--- src/rtl/cpu_pkg.sv ---
// rtl/cpu_pkg.sv - shared types, widths and reset defaults for the fetch stage
package cpu_pkg;

    localparam int WORD = 32;

    localparam logic [WORD-1:0] RESET_PC_DEF = 32'h0000_0000;
    localparam logic [WORD-1:0] NOP_INST_DEF = 32'h0000_0000;

    typedef enum logic [1:0] {
        FETCH = 2'd0,
        HOLD  = 2'd1,
        KILL  = 2'd2
    } if_state_e;

    function automatic logic [WORD-1:0] word_align(input logic [WORD-1:0] a);
        return a & ~(WORD'(3));
    endfunction

endpackage

--- src/rtl/cpu_if_skid.sv ---
// rtl/cpu_if_skid.sv - one-entry skid buffer catching a fetch that lands while ID is stalled
module cpu_if_skid
    import cpu_pkg::*;
(
    input  logic            clk,
    input  logic            rst,
    input  logic            i_load,
    input  logic            i_drain,
    input  logic            i_flush,
    input  logic [WORD-1:0] i_inst,
    input  logic [WORD-1:0] i_pc,
    output logic [WORD-1:0] o_inst,
    output logic [WORD-1:0] o_pc,
    output logic            o_valid
);

    logic [WORD-1:0] r_inst;
    logic [WORD-1:0] r_pc;
    logic            r_valid;

    // Flush beats load so a redirect in the same cycle never leaves a stale entry behind.
    always_ff @(posedge clk or negedge rst) begin
        if (!rst) begin
            r_inst  <= '0;
            r_pc    <= '0;
            r_valid <= 1'b0;
        end else if (i_flush) begin
            r_valid <= 1'b0;
        end else if (i_load) begin
            r_inst  <= i_inst;
            r_pc    <= i_pc;
            r_valid <= 1'b1;
        end else if (i_drain) begin
            r_valid <= 1'b0;
        end
    end

    assign o_inst  = r_inst;
    assign o_pc    = r_pc;
    assign o_valid = r_valid;

endmodule

--- src/rtl/cpu_if.sv ---
// rtl/cpu_if.sv - instruction fetch stage: PC, imem request handshake, stall skid, redirect flush
module cpu_if
    import cpu_pkg::*;
#(
    parameter logic [WORD-1:0] RESET_PC = RESET_PC_DEF,
    parameter logic [WORD-1:0] NOP_INST = NOP_INST_DEF
) (
    input  logic            clk,
    input  logic            rst,
    input  logic            id_stall,
    input  logic            ex_redirect,
    input  logic [WORD-1:0] ex_target,
    output logic            im_req,
    output logic [WORD-1:0] im_addr,
    input  logic            im_ack,
    input  logic [WORD-1:0] im_rdata,
    output logic [WORD-1:0] if_pc,
    output logic [WORD-1:0] if_inst
);

    if_state_e       r_state;
    logic            r_im_req;
    logic [WORD-1:0] r_pc;
    logic [WORD-1:0] r_req_addr;
    logic [WORD-1:0] r_if_pc;
    logic [WORD-1:0] r_if_inst;

    if_state_e       w_next;
    logic            w_ack;
    logic [WORD-1:0] w_pc_inc;
    logic [WORD-1:0] w_target;
    logic            w_buf_load;
    logic            w_buf_drain;
    logic [WORD-1:0] w_buf_inst;
    logic [WORD-1:0] w_buf_pc;
    logic            w_buf_valid;

    assign w_ack    = r_im_req & im_ack;
    assign w_pc_inc = r_pc + WORD'(4);
    assign w_target = word_align(ex_target);

    // A redirect only needs KILL when a request is actually on the bus and unanswered.
    always_comb begin
        w_next      = r_state;
        w_buf_load  = 1'b0;
        w_buf_drain = 1'b0;
        if (ex_redirect) begin
            case (r_state)
                FETCH:   w_next = (r_im_req && !im_ack) ? KILL : FETCH;
                HOLD:    w_next = FETCH;
                KILL:    w_next = w_ack ? FETCH : KILL;
                default: w_next = FETCH;
            endcase
        end else begin
            case (r_state)
                FETCH: begin
                    if (w_ack && id_stall) begin
                        w_next     = HOLD;
                        w_buf_load = 1'b1;
                    end
                end
                HOLD: begin
                    if (!id_stall) begin
                        w_next      = FETCH;
                        w_buf_drain = 1'b1;
                    end
                end
                KILL: begin
                    if (w_ack) w_next = FETCH;
                end
                default: w_next = FETCH;
            endcase
        end
    end

    always_ff @(posedge clk or negedge rst) begin
        if (!rst) begin
            r_state    <= FETCH;
            r_im_req   <= 1'b0;
            r_pc       <= word_align(RESET_PC);
            r_req_addr <= word_align(RESET_PC);
            r_if_pc    <= '0;
            r_if_inst  <= NOP_INST;
        end else begin
            r_state  <= w_next;
            r_im_req <= (w_next != HOLD);
            if (ex_redirect) begin
                r_pc      <= w_target;
                r_if_inst <= NOP_INST;
                if (w_next == FETCH) r_req_addr <= w_target;
            end else begin
                case (r_state)
                    FETCH: begin
                        if (w_ack) begin
                            r_pc       <= w_pc_inc;
                            r_req_addr <= w_pc_inc;
                            if (!id_stall) begin
                                r_if_inst <= im_rdata;
                                r_if_pc   <= r_req_addr;
                            end
                        end else if (!id_stall) begin
                            r_if_inst <= NOP_INST;
                        end
                    end
                    HOLD: begin
                        if (!id_stall && w_buf_valid) begin
                            r_if_inst <= w_buf_inst;
                            r_if_pc   <= w_buf_pc;
                        end
                    end
                    KILL: begin
                        r_if_inst <= NOP_INST;
                        if (w_ack) r_req_addr <= r_pc;
                    end
                    default: r_if_inst <= NOP_INST;
                endcase
            end
        end
    end

    cpu_if_skid u_skid (
        .clk     (clk),
        .rst     (rst),
        .i_load  (w_buf_load),
        .i_drain (w_buf_drain),
        .i_flush (ex_redirect),
        .i_inst  (im_rdata),
        .i_pc    (r_req_addr),
        .o_inst  (w_buf_inst),
        .o_pc    (w_buf_pc),
        .o_valid (w_buf_valid)
    );

    assign im_req  = r_im_req;
    assign im_addr = r_req_addr;
    assign if_pc   = r_if_pc;
    assign if_inst = r_if_inst;

endmodule

--- config.mk ---
export PLATFORM = sky130hd
export DESIGN_NAME = cpu_if
export DESIGN_NICKNAME = d
export VERILOG_FILES = /design/src/rtl/cpu_pkg.sv /design/src/rtl/cpu_if_skid.sv /design/src/rtl/cpu_if.sv
export SDC_FILE = /design/constraint.sdc
export NUM_CORES = 1
export LEC_CHECK = 0
export ABC_AREA = 1
export ABC_CLOCK_PERIOD_IN_PS = 2000
export CORE_MARGIN = 3
export CORE_UTILIZATION = 35
export DETAILED_ROUTE_END_ITERATION = 8
export PLACE_DENSITY = 0.54
export SLEW_MARGIN = 10
export SYNTH_ARGS = -nofsm -noshare
export SYNTH_HDL_FRONTEND = slang
export SYNTH_HIERARCHICAL = 1
export SYNTH_SLANG_ARGS = --single-unit
--- constraint.sdc ---
create_clock -name clk -period 2 [get_ports clk]
set_input_delay 0.4 -clock clk [delete_from_list [all_inputs] [get_ports clk]]
set_output_delay 0.4 -clock clk [all_outputs]
set_load 0.01 [all_outputs]
==> results.yml <==
power:
  total_power_mw: 12.39
  internal_power_mw: 8.154
  p_switching_mw: 4.239
  power_density_nw_per_um2: 992.3
  peakVddDrop_v: 0.0004426
  p_seq_share_pct: 43.7
  comb_power_share_pct: 27.2
  swShare_pct: 34.20
  p_leak_nw: 5.716
  p_clk_share_pct: 29.1
floorplan:
  pin_count: 166
  core_um2: 27030
  start_util_pct: 35.70
  die_x_um: 172.0
  die_height_um: 172.0
  die_area_um2: 29590
  num_rows: 60
global_route:
  grt_pass1_vias: 8289
  grt_max_degree: 59
  antenna_found_initial: 0
  grt_pass1_wl_um: 47990
  track_usage_pct: 20.64
  grt.overflow.total: 0
detailed_routing:
  routed_wl_um: 30290
  via_per_inst: 5.112
  vias: 8844
  first_iter_violations: 778
  postRouteAntennaNets: 0
  first_pass_iters: 5
  drc: 0
  wl_per_cell_um: 17.51
setup_path:
  cp_num_buf_inv: 1
  cp_slowest_stage_delay_ns: 0.60
  crit_cells: 1
  setup.worst_path.start_class: "flip-flop"
  cpLargestDelayFamily: "buffers and inverters"
  cp_data_arrival_time_ns: 1.56
  crit_fanout: 4
  reg2reg_setup_slack_ns: 0.14
  critical_path_class: "flip-flop to primary output"
  cp-endpoint: "im_addr[28]"
  endpoint_kind: "primary output"
  worstReg2RegStart: "r_state[1]"
  required_ns: 1.60
  cp_cell_sequence: "clkdlybuf4s50_1"
  reg2regPathDepth: 6
  r2r_end: "if_pc[30]"
  slowest_stage: "clkdlybuf4s50_1"
  crit_start: "im_addr[28]"
placement:
  numPortBuffers: 163
  place_inst: 1697
  place_hpwl_um: 20420
  postPlaceCellArea_um2: 11850
  pre_cts_slack_ns: -0.05006
  gp_congestion: 0.8789
timing:
  fin_setup_tns_ns: 0
  period_needed_ns: 1.958
  slew_viol_final: 0
  worstMarginPinSlew_ns: 0.5063
  holdWs_ns: 0.3680
  layout_setup_ws_ns: 0.04203
  skew_ns: 0.01285
  fin_crit_sh_pct: 97.90
  fmax_mhz: 510.7
  finalHoldViolCount: 0
  grt_setup_unrepaired: "false"
  setup-violations-final: 0
  slew-limit-headroom_pct: 66.21
cells_and_area:
  final_common_cell: "nand2_1"
  layout_common_cells: "358 x nand2_1, 192 x dfrtp_1, 161 x clkdlybuf4s50_1"
  fin_area_um2: 12490
  synthToLayoutAreaGrowth_pct: 29.45
  fin_util_pct: 46.21
  fin_cells: 1730
  nNetsFinal: 1446
  drive_gt1_share_pct: 9.215
  n_antenna_cell: 0
clock_tree:
  clock_latency_ns: 0.45
  numClockSinks: 193
  clk_transition_reported_paths_ns: 0.08
  cts_root_buf: "clkbuf_16"
  cts_tree: "done"
  cts_setup_buffers: 0
  htreeDepth: 4
  cts-buffers-inserted: 17
  clockBufferDepth: 2
yosys:
  synth_cells: 1218
  ys_ff_latch: 193
  synth.distinct_cells: 32
  syn_nets: 1288
  yosys.area.top_type: "dfrtp_1"
  synthTopCellsByArea: "dfrtp_1 50%, nand2_1 14%, nand3_1 7.0%"
  yosysWarnings: 6
  yosysSeqAreaShare_pct: 50.06
  synth_area_um2: 9648
  synth.avg_cell_area_um2: 7.921
  synth_top_area_share_pct: 50.06
min_path:
  hold_path_class: "input pin to flip-flop"
  whs_path_depth: 3
  min_from: "ex_redirect"
job:
  max_cap_violations: 0
outcome:
  status: "complete, no violations"
[tightest hold or removal path, cell delays in order]
cell	delay, ns
buf_2	0.16
inv_2	0.11
o21ai_0	0.09
[per-layer routing]
metal  global-route usage [%]  wire length, µm  vias to the layer above
met2                    31.40            13500                      275
met5                        0                0                        -
met1                    30.94            14920                     4182
met3                    3.246             1364                       26
met4                    4.964              505                        0
li1                         -                -                     4361
[timing repair]
action	4_1_cts	5_1_grt
hold endpoints to repair	35	0
resized for setup	0	2
endpoints found under the setup margin	0	10
hold buffers	1	0
[worst min path at each step]
stage	endpoint	slack (ns)
after floorplan	if_inst[0]	0.10
after global placement	if_pc[22]	0.36
after detailed placement	if_pc[22]	0.37
after CTS	r_state[1]	0.34
after global routing	r_state[1]	0.38
final	r_state[1]	0.37
[cell usage after synthesis, drive strengths merged]
cell type / instances
nand3b: 1
clkbuf: 23
a31oi: 3
nor2: 81
nand3: 135
o21a: 2
buf: 53
or2: 27
a21oi: 50
ha: 1
nand4: 3
a22oi: 35
o221ai: 2
nor3: 3
inv: 72
o21bai: 6
dfrtp: 193
o21ai: 129
o211ai: 29
nand2: 362
xor2: 8
[layout make-up]
cell class | count | area (µm²)
fillers | 2706 | 14540
flip-flops and latches | 193 | 4831
multi-input cells | 877 | 4158
repair buffers | 215 | 2173
well taps | 341 | 426.7
clock buffers | 17 | 425.4
inverters | 72 | 271.5
clock inverters | 15 | 203.9
[registers in the layout, indices dropped and copies added (netlist names)]
name,count
im_req,1
r_state,2
if_pc,32
u_skid/o_pc,32
u_skid/o_valid,1
im_addr,31
u_skid/o_inst,32
if_inst,32
r_pc,30
[cells by family after synthesis]
kind of cell	Yosys count	share of synthesized area, %
flops	193	50.06
simple gates	612	26.78
compound gates	256	15.38
buf+inv	148	6.925
xor+xnor	8	0.7263
fa+ha+maj	1	0.1297
[power by group through the flow]
| stage | clock, mW | combinational (mW) | sequential [mW] |
|---|---|---|---|
| floorplan | 0 | 1.47 | 5.52 |
| global placement | 0 | 3.35 | 5.46 |
| detailed placement | 0 | 3.38 | 5.49 |
| CTS | 3.70 | 3.40 | 5.42 |
| global route | 3.85 | 3.76 | 5.54 |
| finish | 3.60 | 3.37 | 5.42 |
(Power assumes the default switching activity.)
